**config.mk**
```make
export PLATFORM = sky130hd
export DESIGN_NAME = accumulate_window_flat
export DESIGN_NICKNAME = d
export VERILOG_FILES = /design/src/rtl/accumulate_window_if.sv /design/src/rtl/accumulate_window.sv /design/src/flat_wrapper.sv
export SDC_FILE = /design/constraint.sdc
export NUM_CORES = 1
export LEC_CHECK = 0
export ABC_AREA = 1
export ABC_CLOCK_PERIOD_IN_PS = 1200
export CORE_ASPECT_RATIO = 0.5
export CORE_UTILIZATION = 34
export DETAILED_ROUTE_END_ITERATION = 10
export GPL_TIMING_DRIVEN = 0
export PLACE_DENSITY_LB_ADDON = 0.08
export SLEW_MARGIN = 20
export SYNTH_ARGS = -nofsm -noshare
export SYNTH_HDL_FRONTEND = slang
export SYNTH_SLANG_ARGS = --single-unit
export TNS_END_PERCENT = 10
```
**constraint.sdc**
```tcl
create_clock -name clk -period 1.2 [get_ports clk]
set_input_delay 0.24 -clock clk [delete_from_list [all_inputs] [get_ports clk]]
set_output_delay 0.24 -clock clk [all_outputs]
set_load 0.05 [all_outputs]
```
**src/rtl/accumulate_window_if.sv**
```systemverilog
// Sample-stream, adder-operand and result signals of accumulate_window, bundled with
// modports for the accumulator (slave) and its environment (master).
interface accumulate_window_if;
  logic        sample_valid;
  logic [15:0] sample_data;
  logic        sample_ready;

  logic [15:0] add_a;
  logic [15:0] add_b;
  logic        add_cin;
  logic [15:0] add_sum;
  logic        add_overflow;

  logic        result_valid;
  logic [15:0] result_data;
  logic        result_overflow;
  logic        result_ack;

  modport slave (
    input  sample_valid,
    input  sample_data,
    output sample_ready,
    output add_a,
    output add_b,
    output add_cin,
    input  add_sum,
    input  add_overflow,
    output result_valid,
    output result_data,
    output result_overflow,
    input  result_ack
  );

  modport master (
    output sample_valid,
    output sample_data,
    input  sample_ready,
    input  add_a,
    input  add_b,
    input  add_cin,
    output add_sum,
    output add_overflow,
    input  result_valid,
    input  result_data,
    input  result_overflow,
    output result_ack
  );
endinterface

```
**src/rtl/accumulate_window.sv**
```systemverilog
// Windowed accumulator around an external 16-bit adder: sums NUM_SAMPLES accepted samples,
// tracks a sticky carry-out, and holds the result until acknowledged.
module accumulate_window #(
  parameter int unsigned NUM_SAMPLES = 4
) (
  input  logic                clk,
  input  logic                n_rst,
  input  logic                clear,
  accumulate_window_if.slave  bus
);

  localparam int unsigned CntW = $clog2(NUM_SAMPLES);
  localparam logic [CntW-1:0] LastCnt = CntW'(NUM_SAMPLES - 1);

  if (NUM_SAMPLES < 2 || NUM_SAMPLES > 256) begin : g_bad_param
    $error("accumulate_window: NUM_SAMPLES must be in 2..256");
  end

  typedef enum logic [0:0] {StAccum, StDone} state_e;

  state_e          state_q, state_d;
  logic [15:0]     acc_q, acc_d;
  logic [CntW-1:0] count_q, count_d;
  logic            ovf_q, ovf_d;
  logic            xfer;

  always_ff @(posedge clk or negedge n_rst) begin
    if (!n_rst) begin
      state_q <= StAccum;
      acc_q   <= '0;
      count_q <= '0;
      ovf_q   <= 1'b0;
    end else begin
      state_q <= state_d;
      acc_q   <= acc_d;
      count_q <= count_d;
      ovf_q   <= ovf_d;
    end
  end

  assign bus.sample_ready = (state_q == StAccum) && !clear;
  assign xfer             = bus.sample_valid && bus.sample_ready;

  always_comb begin
    state_d = state_q;
    acc_d   = acc_q;
    count_d = count_q;
    ovf_d   = ovf_q;

    // clear overrides both a pending transfer and a concurrent result_ack
    if (clear) begin
      state_d = StAccum;
      acc_d   = '0;
      count_d = '0;
      ovf_d   = 1'b0;
    end else begin
      unique case (state_q)
        StAccum: begin
          if (xfer) begin
            acc_d = bus.add_sum;
            ovf_d = ovf_q | bus.add_overflow;
            if (count_q == LastCnt) begin
              count_d = '0;
              state_d = StDone;
            end else begin
              count_d = count_q + 1'b1;
            end
          end
        end
        StDone: begin
          if (bus.result_ack) begin
            acc_d   = '0;
            ovf_d   = 1'b0;
            state_d = StAccum;
          end
        end
        default: state_d = StAccum;
      endcase
    end
  end

  assign bus.add_a           = acc_q;
  assign bus.add_b           = bus.sample_data;
  assign bus.add_cin         = 1'b0;
  assign bus.result_valid    = (state_q == StDone);
  assign bus.result_data     = acc_q;
  assign bus.result_overflow = ovf_q;

endmodule

```
**src/flat_wrapper.sv**
```systemverilog
// flat-port wrapper written by rule: the top's interface ports become plain ports
module accumulate_window_flat 
#(
  parameter int unsigned NUM_SAMPLES = 4
)
  (clk, n_rst, clear, bus_sample_valid, bus_sample_data, bus_sample_ready, bus_add_a, bus_add_b, bus_add_cin, bus_add_sum, bus_add_overflow, bus_result_valid, bus_result_data, bus_result_overflow, bus_result_ack);
  accumulate_window_if bus_i ();
  input  logic clk;
  input  logic n_rst;
  input  logic clear;
  input wire logic [$bits(bus_i.sample_valid)-1:0] bus_sample_valid;
  input wire logic [$bits(bus_i.sample_data)-1:0] bus_sample_data;
  output wire logic [$bits(bus_i.sample_ready)-1:0] bus_sample_ready;
  output wire logic [$bits(bus_i.add_a)-1:0] bus_add_a;
  output wire logic [$bits(bus_i.add_b)-1:0] bus_add_b;
  output wire logic [$bits(bus_i.add_cin)-1:0] bus_add_cin;
  input wire logic [$bits(bus_i.add_sum)-1:0] bus_add_sum;
  input wire logic [$bits(bus_i.add_overflow)-1:0] bus_add_overflow;
  output wire logic [$bits(bus_i.result_valid)-1:0] bus_result_valid;
  output wire logic [$bits(bus_i.result_data)-1:0] bus_result_data;
  output wire logic [$bits(bus_i.result_overflow)-1:0] bus_result_overflow;
  input wire logic [$bits(bus_i.result_ack)-1:0] bus_result_ack;
  assign bus_i.sample_valid = bus_sample_valid;
  assign bus_i.sample_data = bus_sample_data;
  assign bus_sample_ready = bus_i.sample_ready;
  assign bus_add_a = bus_i.add_a;
  assign bus_add_b = bus_i.add_b;
  assign bus_add_cin = bus_i.add_cin;
  assign bus_i.add_sum = bus_add_sum;
  assign bus_i.add_overflow = bus_add_overflow;
  assign bus_result_valid = bus_i.result_valid;
  assign bus_result_data = bus_i.result_data;
  assign bus_result_overflow = bus_i.result_overflow;
  assign bus_i.result_ack = bus_result_ack;
  accumulate_window #(.NUM_SAMPLES(NUM_SAMPLES)) u_core (.clk(clk), .n_rst(n_rst), .clear(clear), .bus(bus_i));
endmodule
```
**After elaboration in Yosys (flattened, before gate mapping)**

Cells that the tools add are included.

- Bits in registers: 20
- Logic and storage cells: 34
- Output and inout bits: 52
- Input port bits: 38

- Bitwise gates (word level): 2
- Multiplexer cells: 17
- Add/subtract/negate cells: 1
- Equality and inequality tests: 4
- Reduce and logical (&&, ||, !) cells: 6

Operators by type and width:

| operator | count |
|---|---|
| $mux 16 | 3 |
| $pmux 16 s2 | 1 |
| $mux 2 | 4 |
| $mux 1 | 7 |
| $pmux 1 s2 | 2 |
| $reduce_and 2->1 | 2 |
| $ne 3x2->1 const B | 1 |
| $ne 3x3->1 const B | 1 |
| $add 2x1->2 const B | 1 |
| $eq 2x2->1 const B | 1 |
| $logic_and 1x1->1 | 2 |
| $ne 2x2->1 const B | 1 |
| $reduce_bool 2->1 | 1 |
| $logic_not 1->1 | 1 |
| $not 1->1 | 1 |
| $or 1x1->1 | 1 |

**Depth between registers and ports, before layout**

Gate-level depths: netlist of run 1.

- Depth in word-level cells: 6
- Depth in mapped cells: 5
- Gate-level depth less buffers: 5

**Worst setup path after synthesis of run 1**

No wires, ideal clock.

- Kind: reg2reg
- Start: reg u_core.state_q, in the netlist u_core.bus.result_valid
- End: reg u_core.state_q, in the netlist u_core.bus.result_valid
- Clock period less this slack: 1.816 ns
- Slack: -0.616 ns
- Library setup time: 0.077 ns
- Data required time: 1.123 ns
- Stages on the path, launching flop included: 4
- Buffers on the path: 0
- Data arrival time: 1.739 ns
- Cell sequence: dfrtp_1 nor2_1 nand3_1 a21oi_1

- Cells in the longest elaborated chain, start to end: 6

Ends and longest elaborated chain:

| what | RTL line | source |
|---|---|---|
| start: declaration | accumulate_window.sv:21 | `state_e state_q, state_d;` |
| start signal: assignment | accumulate_window.sv:29 | `state_q <= StAccum;` |
| start signal: assignment | accumulate_window.sv:34 | `state_q <= state_d;` |
| $not 1->1 | accumulate_window.sv:41 | `assign bus.sample_ready = (state_q == StAccum) && !clear;` |
| $logic_and 1x1->1 | accumulate_window.sv:41 |  |
| net bus_sample_ready | flat_wrapper.sv:13 | `output wire logic [$bits(bus_i.sample_ready)-1:0] bus_sample_ready;` |
| $logic_and 1x1->1 | accumulate_window.sv:42 | `assign xfer = bus.sample_valid && bus.sample_ready;` |
| $mux 1 | accumulate_window.sv:59 | `if (xfer) begin` |
| $pmux 1 s2 | accumulate_window.sv:57 | `unique case (state_q)` |
| $mux 1 | accumulate_window.sv:51 | `if (clear) begin` |
| net u_core.state_d | accumulate_window.sv:21 |  |

The timed path passes the listed nets, and every way through them passes these cells.
A chain may end at the register's enable or synchronous reset.

**Worst setup path in the final report of run 1**

- Start: reg u_core.state_q, in the netlist u_core.bus.result_valid
- End: out bus_sample_ready

- Cells in the longest elaborated chain, start to end: 2

Ends and longest elaborated chain:

| what | RTL line |
|---|---|
| $not 1->1 | accumulate_window.sv:41 |
| $logic_and 1x1->1 | accumulate_window.sv:41 |
| end: declaration | flat_wrapper.sv:13 |

No other way between the ends.

==> results.py, run 1 <==
metrics = {
    "detailed_routing": {
        "num_vias": 1139,
        "ant_nets": 0,
        "drc": 0,
        "via_per_inst": 4.467,
        "routed_wirelength_um": 3059,
        "drtIter0Drc": 40,
        "first_pass_iters": 4,
        "avgRoutedWirePerCell_um": 12.00,
    },
    "power": {
        "leakagePower_nw": 1.066,
        "finalPower_mw": 2.007,
        "swShare": 0.3738,
        "power.internal_mw": 1.257,
        "p_sw_uw": 750.1,
        "clockPowerShare": 0.223,
        "ir_drop_mv": 0.5143,
        "power_frac_seq": 0.371,
        "power_per_cell_area_nw_per_um2": 1031,
        "comb_power_share": 0.406,
    },
    "cells_and_area": {
        "final_util": 0.6137,
        "n_antenna_cell": 0,
        "final_cell_mix": "54 x buf_4, 20 x nand2_1, 19 x buf_6, 19 x clkdlybuf4s50_1, 19 x dfrtp_1",
        "drive_above_1_share": 0.5024,
        "multi_input_comb_area_um2": 369.1,
        "synthToLayoutAreaGrowth_pct": 63.00,
        "layout_commonest_cell": "buf_4",
        "num-nets-final": 247,
        "filler_cell_count": 287,
        "register_area_um2": 501.7,
    },
    "floorplan": {
        "die_h_um": 43.90,
        "boundaryPins": 90,
        "die_area_um2": 3766,
        "rows": 14,
        "die_width_um": 85.80,
        "coreArea_um2": 3171,
        "start_util": 0.3765,
    },
    "sta": {
        "fin_ws_ns": -0.08740,
        "tightest_slew_ns": 0.9197,
        "slew_violations": 0,
        "clock_skew_ns": 0.001769,
        "final-setup-viol-count": 1,
        "final_hold_viol_count": 0,
        "fin_crit_ns": 1.287,
        "whs_ns": 0.2289,
        "fin_crit_sh": 1.073,
        "fmax_mhz": 776.8,
        "relSlewSlack": 0.3869,
        "grt_setup_unrepaired": "yes",
    },
    "worst_setup_path": {
        "crit_type": "register to output port",
        "worstPathMaxFanout": 4,
        "path_depth": 2,
        "critPathLaunch": "u_core.bus.result_valid",
        "crit_end": "bus_sample_ready",
        "startpoint_type": "register",
        "cp_slowest_stage_delay_ns": 0.47,
        "worstSetupEndpointType": "output port",
        "rrSetupSlack_ns": 0.05,
        "critPathTopFamily": "flip-flops",
        "cp.arrival_ns": 1.05,
        "reg2regPathDepth": 4,
        "reg2reg_from": "u_core.bus.result_valid",
        "cp_num_buf_inv": 1,
        "cpMaxStageDelayCell": "dfrtp_2",
        "crit_path_cell_trace": "nor2_4 > buf_6",
        "r2r_end": "u_core.bus.add_a[7]",
        "required_ns": 0.96,
    },
    "yosys": {
        "avgSynthCellArea_um2": 9.325,
        "syn-cell-area_um2": 1194,
        "synthCells": 128,
        "syn_nets": 167,
        "ys_warn_count": 0,
        "synth_seq_cells": 20,
        "ys_seq_area_frac": 0.4193,
        "yosysUniqueCellTypes": 19,
    },
    "placement": {
        "dp_hpwl_um": 2329,
        "gp_congestion": 0.6839,
        "io_buffer_count": 72,
    },
    "global_routing": {
        "track_usage": 0.1650,
        "antenna_found_initial": 0,
        "grt_pass1_vias": 1068,
        "grt_pass1_wl_um": 4636,
        "overflow": 0,
        "grt_start_max_net_pins": 21,
    },
    "outcome": {
        "status": "finished, violations left",
        "violations": "negative setup slack",
    },
    "cts": {
        "numCtsBuffers": 3,
        "cts_tree": "done",
        "cts_hold_buffers": 0,
        "htreeDepth": 1,
        "clk_pin_slew_ns": 0.07,
        "clock-sinks": 20,
        "root_buffer": "clkbuf_8",
        "clk_latency_ns": 0.26,
        "clk_path_buf_depth": 2,
    },
    "flow_run": {
        "max_cap_violations": 0,
    },
    "hold_path": {
        "hold_class": "input pin to async pin",
    },
}
==> stage by stage <==
stage	cell area (um^2)	instances	setup slack (ns)	TNS [ns]
after detailed placement	1983	248	-0.8096	-20.29
after CTS	1931	253	-0.08904	-0.1225
after global routing	1946	255	-0.1282	-0.4027
final	1946	255	-0.08740	-0.08740
after global placement	1983	248	-0.7977	-19.45
after floorplan	1202	128	0.001050	0
==> cell type report <==
class / count / area share
well taps: 48 / 0.03087
plain buffers: 39 / 0.1595
flip-flops and latches: 20 / 0.2579
inverters: 5 / 0.01093
repair buffers: 75 / 0.3280
multi-input cells: 64 / 0.1897
clock buffers: 4 / 0.02315
==> registers in the layout, summed over array words and instances (netlist names) <==
| name | cells |
|---|---|
| u_core.bus.add_a | 16 |
| u_core.count_q | 2 |
| u_core.bus.result_overflow | 1 |
| u_core.bus.result_valid | 1 |
==> what timing repair did <==
| item | CTS | global route |
|---|---|---|
| hold endpoints to repair | 0 | 0 |
| pin swaps | 0 | 1 |
| resized for setup | 211 | 4 |
| setup endpoints to repair | 60 | 23 |
| setup buffers | 1 | 2 |
==> synthesized netlist by cell type <==
cell type  instances  share of area
a21oi_1            1         0.0042
a21oi_4            1          0.014
buf_12             1          0.017
buf_2              1         0.0042
buf_4             35           0.22
buf_6              2          0.019
conb_1             1         0.0031
dfrtp_1           20           0.42
ha_1               1          0.010
inv_1              3         0.0094
inv_2              1         0.0031
inv_4              1         0.0052
nand2_1           20          0.063
nand2_8            1          0.017
nand3_1           18          0.075
nand3_2            3          0.025
nand4_1           16          0.084
nor2_1             1         0.0031
o21ai_1            1         0.0042
==> power by group through the flow <==
| stage | clock network, mW | logic [mW] | registers (mW) |
|---|---|---|---|
| floorplan | 0 | 0.421 | 0.875 |
| global placement | 0 | 0.834 | 0.757 |
| detailed placement | 0 | 0.841 | 0.758 |
| CTS | 0.461 | 0.817 | 0.744 |
| global route | 0.491 | 0.852 | 0.749 |
| finish | 0.447 | 0.816 | 0.744 |
==> worst min path at each step <==
| stage | end | slack, ns | cells past startpoint |
|---|---|---|---|
| global placement | u_core.count_q[0] | 0.47 | 1 |
| global route | u_core.bus.add_a[15] | 0.30 | 1 |
| detailed placement | u_core.count_q[0] | 0.49 | 1 |
| CTS | u_core.bus.add_a[13] | 0.26 | 1 |
| floorplan | u_core.bus.add_a[0] | -0.06 | 0 |
| finish | u_core.bus.add_a[0] | 0.23 | 1 |
==> per-layer routing <==
layer / up-vias / GRT usage / part of all wire
li1: 557 / - / -
met3: 4 / 0.04952 / 0.072
met4: 0 / 0.06000 / 0.013
met2: 54 / 0.2896 / 0.48
met5: - / 0 / 0
met1: 524 / 0.1969 / 0.43
==> cells by family (layout without fill, tap and decap cells) <==
family,count (synthesis),count (layout),share of synthesized area
AND/OR/NAND/NOR,59,59,0.2673
buffers and inverters,44,123,0.2778
flip-flops,20,20,0.4193
AO/OA/AOI/OAI,3,3,0.02201
adder cells (fa/ha/maj),1,1,0.01048
other,1,1,0.003142
(Power assumes the default switching activity.)
==> run 2: changes to the inputs <==
- GPL_TIMING_DRIVEN: 0 -> default
==> run 2 against run 1 <==
Compared with the run above:
- the flow still finishes with violations (negative setup slack)
- clock skew rose by 0.0049 ns
- final cell count down 19%
- maximum frequency up 3.4%
- largest power group is now sequential cells
==> results.py, run 2 (synthesis results as in run 1) <==
metrics = {
    "outcome": {
        "status": "finished, violations left",
        "violations": "negative setup slack",
    },
    "worst_setup_path": {
        "cp_slowest_stage_delay_ns": 0.43,
        "rrSetupSlack_ns": 0.06,
        "critPathTopFamily": "flip-flops",
        "startpoint_type": "register",
        "cpMaxStageDelayCell": "dfrtp_2",
        "crit_path_cell_trace": "nor2_4 > buf_12",
        "worstPathMaxFanout": 3,
        "required_ns": 0.96,
        "cp_num_buf_inv": 1,
        "crit_type": "register to output port",
        "worstSetupEndpointType": "output port",
        "cp.arrival_ns": 1.01,
    },
    "cells_and_area": {
        "final_cell_mix": "39 x buf_12, 20 x nand2_1, 20 x clkdlybuf4s50_1",
        "final_cells": 206,
        "final_area_um2": 2027,
        "drive_above_1_share": 0.3544,
        "largest_register_ffs": 16,
        "num-nets-final": 198,
        "layout_commonest_cell": "buf_12",
        "n_antenna_cell": 0,
        "synthToLayoutAreaGrowth_pct": 69.81,
        "final_util": 0.6393,
    },
    "sta": {
        "fin_crit_ns": 1.245,
        "slew_violations": 0,
        "fmax_mhz": 803.1,
        "setup-tns-final_ns": -0.06351,
        "final_hold_viol_count": 0,
        "clock_skew_ns": 0.006643,
        "fin_ws_ns": -0.04522,
        "grt_setup_unrepaired": "yes",
        "final-setup-viol-count": 2,
        "fin_crit_sh": 1.038,
    },
    "placement": {
        "dp_cells": 200,
        "dp_hpwl_um": 2154,
        "post_dp_cell_area_um2": 1966,
        "gp_congestion": 0.6655,
        "io_buffer_count": 56,
    },
    "floorplan": {
        "rows": 14,
        "die_area_um2": 3766,
        "die_h_um": 43.90,
        "die_width_um": 85.80,
        "coreArea_um2": 3171,
        "start_util": 0.3765,
        "boundaryPins": 90,
    },
    "hold_path": {
        "hold_class": "input pin to async pin",
    },
    "power": {
        "finalPower_mw": 1.988,
        "swShare": 0.3358,
        "power_frac_seq": 0.393,
        "p_sw_uw": 667.5,
        "leakagePower_nw": 0.9373,
        "ir_drop_mv": 0.4476,
        "power_per_cell_area_nw_per_um2": 980.7,
        "comb_power_share": 0.378,
        "clockPowerShare": 0.229,
        "power.internal_mw": 1.320,
    },
    "cts": {
        "clk_pin_slew_ns": 0.08,
        "cts_tree": "done",
        "cts_hold_buffers": 0,
        "clock-sinks": 20,
        "numCtsBuffers": 3,
        "htreeDepth": 1,
        "clk_path_buf_depth": 2,
        "clk_latency_ns": 0.26,
        "root_buffer": "clkbuf_8",
    },
    "detailed_routing": {
        "first_pass_iters": 4,
        "num_vias": 957,
        "ant_nets": 0,
        "via_per_inst": 4.646,
        "drtIter0Drc": 42,
        "routed_wirelength_um": 2859,
        "drc": 0,
        "avgRoutedWirePerCell_um": 13.88,
    },
    "global_routing": {
        "grt_pass1_wl_um": 4491,
        "track_usage": 0.1576,
        "grt_start_max_net_pins": 21,
        "overflow": 0,
        "grt_pass1_vias": 927,
        "antenna_found_initial": 0,
    },
    "flow_run": {
        "max_cap_violations": 0,
    },
}
-- run 2: metrics by stage --
| step | worst slack, ns | hold WS [ns] |
|---|---|---|
| after global routing | -0.06998 | 0.3405 |
| final | -0.04522 | 0.3171 |
| after CTS | -0.04367 | 0.3233 |
| after detailed placement | -0.1884 | 0.4805 |
| after floorplan | 0.001050 | -0.05559 |
| after global placement | -0.1589 | 0.4647 |
-- run 2: area by class of cell --
cell class | count | area, um^2
fillers | 241 | 1144
repair buffers | 65 | 1027
flip-flops and latches | 20 | 501.7
multi-input cells | 64 | 369.1
well taps | 48 | 60.06
clock buffers | 4 | 45.04
inverters | 5 | 23.77
-- run 2: timing repair --
item,in CTS,in global routing
endpoints found under the setup margin,1,19
setup buffers,1,1
resized for setup,1,1
pin swaps,0,1
endpoints found under the hold margin,0,0
-- run 2: power groups by stage --
| stage | Sequential (mW) | Combinational, mW | Clock [mW] |
|---|---|---|---|
| finish | 0.781 | 0.752 | 0.455 |
| global placement | 0.793 | 0.750 | 0 |
| global route | 0.788 | 0.783 | 0.491 |
| detailed placement | 0.796 | 0.756 | 0 |
| CTS | 0.782 | 0.757 | 0.455 |
| floorplan | 0.875 | 0.421 | 0 |
-- run 2: worst paths after layout --
path,cells after the start,to,from
worst max-delay path,2,bus_sample_ready,u_core.bus.result_valid
worst min-delay path,2,u_core.bus.add_a[0],n_rst
worst max register to register,5,u_core.bus.result_valid,u_core.bus.result_valid
worst min register to register,1,u_core.count_q[0],u_core.count_q[0]
max in group asynchronous,2,u_core.bus.result_valid,n_rst
min in group clk,0,bus_add_b[0],bus_sample_data[0]
-- run 2: metal layers --
| layer | routed length (um) | GRT usage |
|---|---|---|
| met1 | 1190 | 0.1796 |
| met2 | 1422 | 0.2928 |
| met3 | 209 | 0.04952 |
| met4 | 37 | 0.04333 |
| met5 | 0 | 0 |
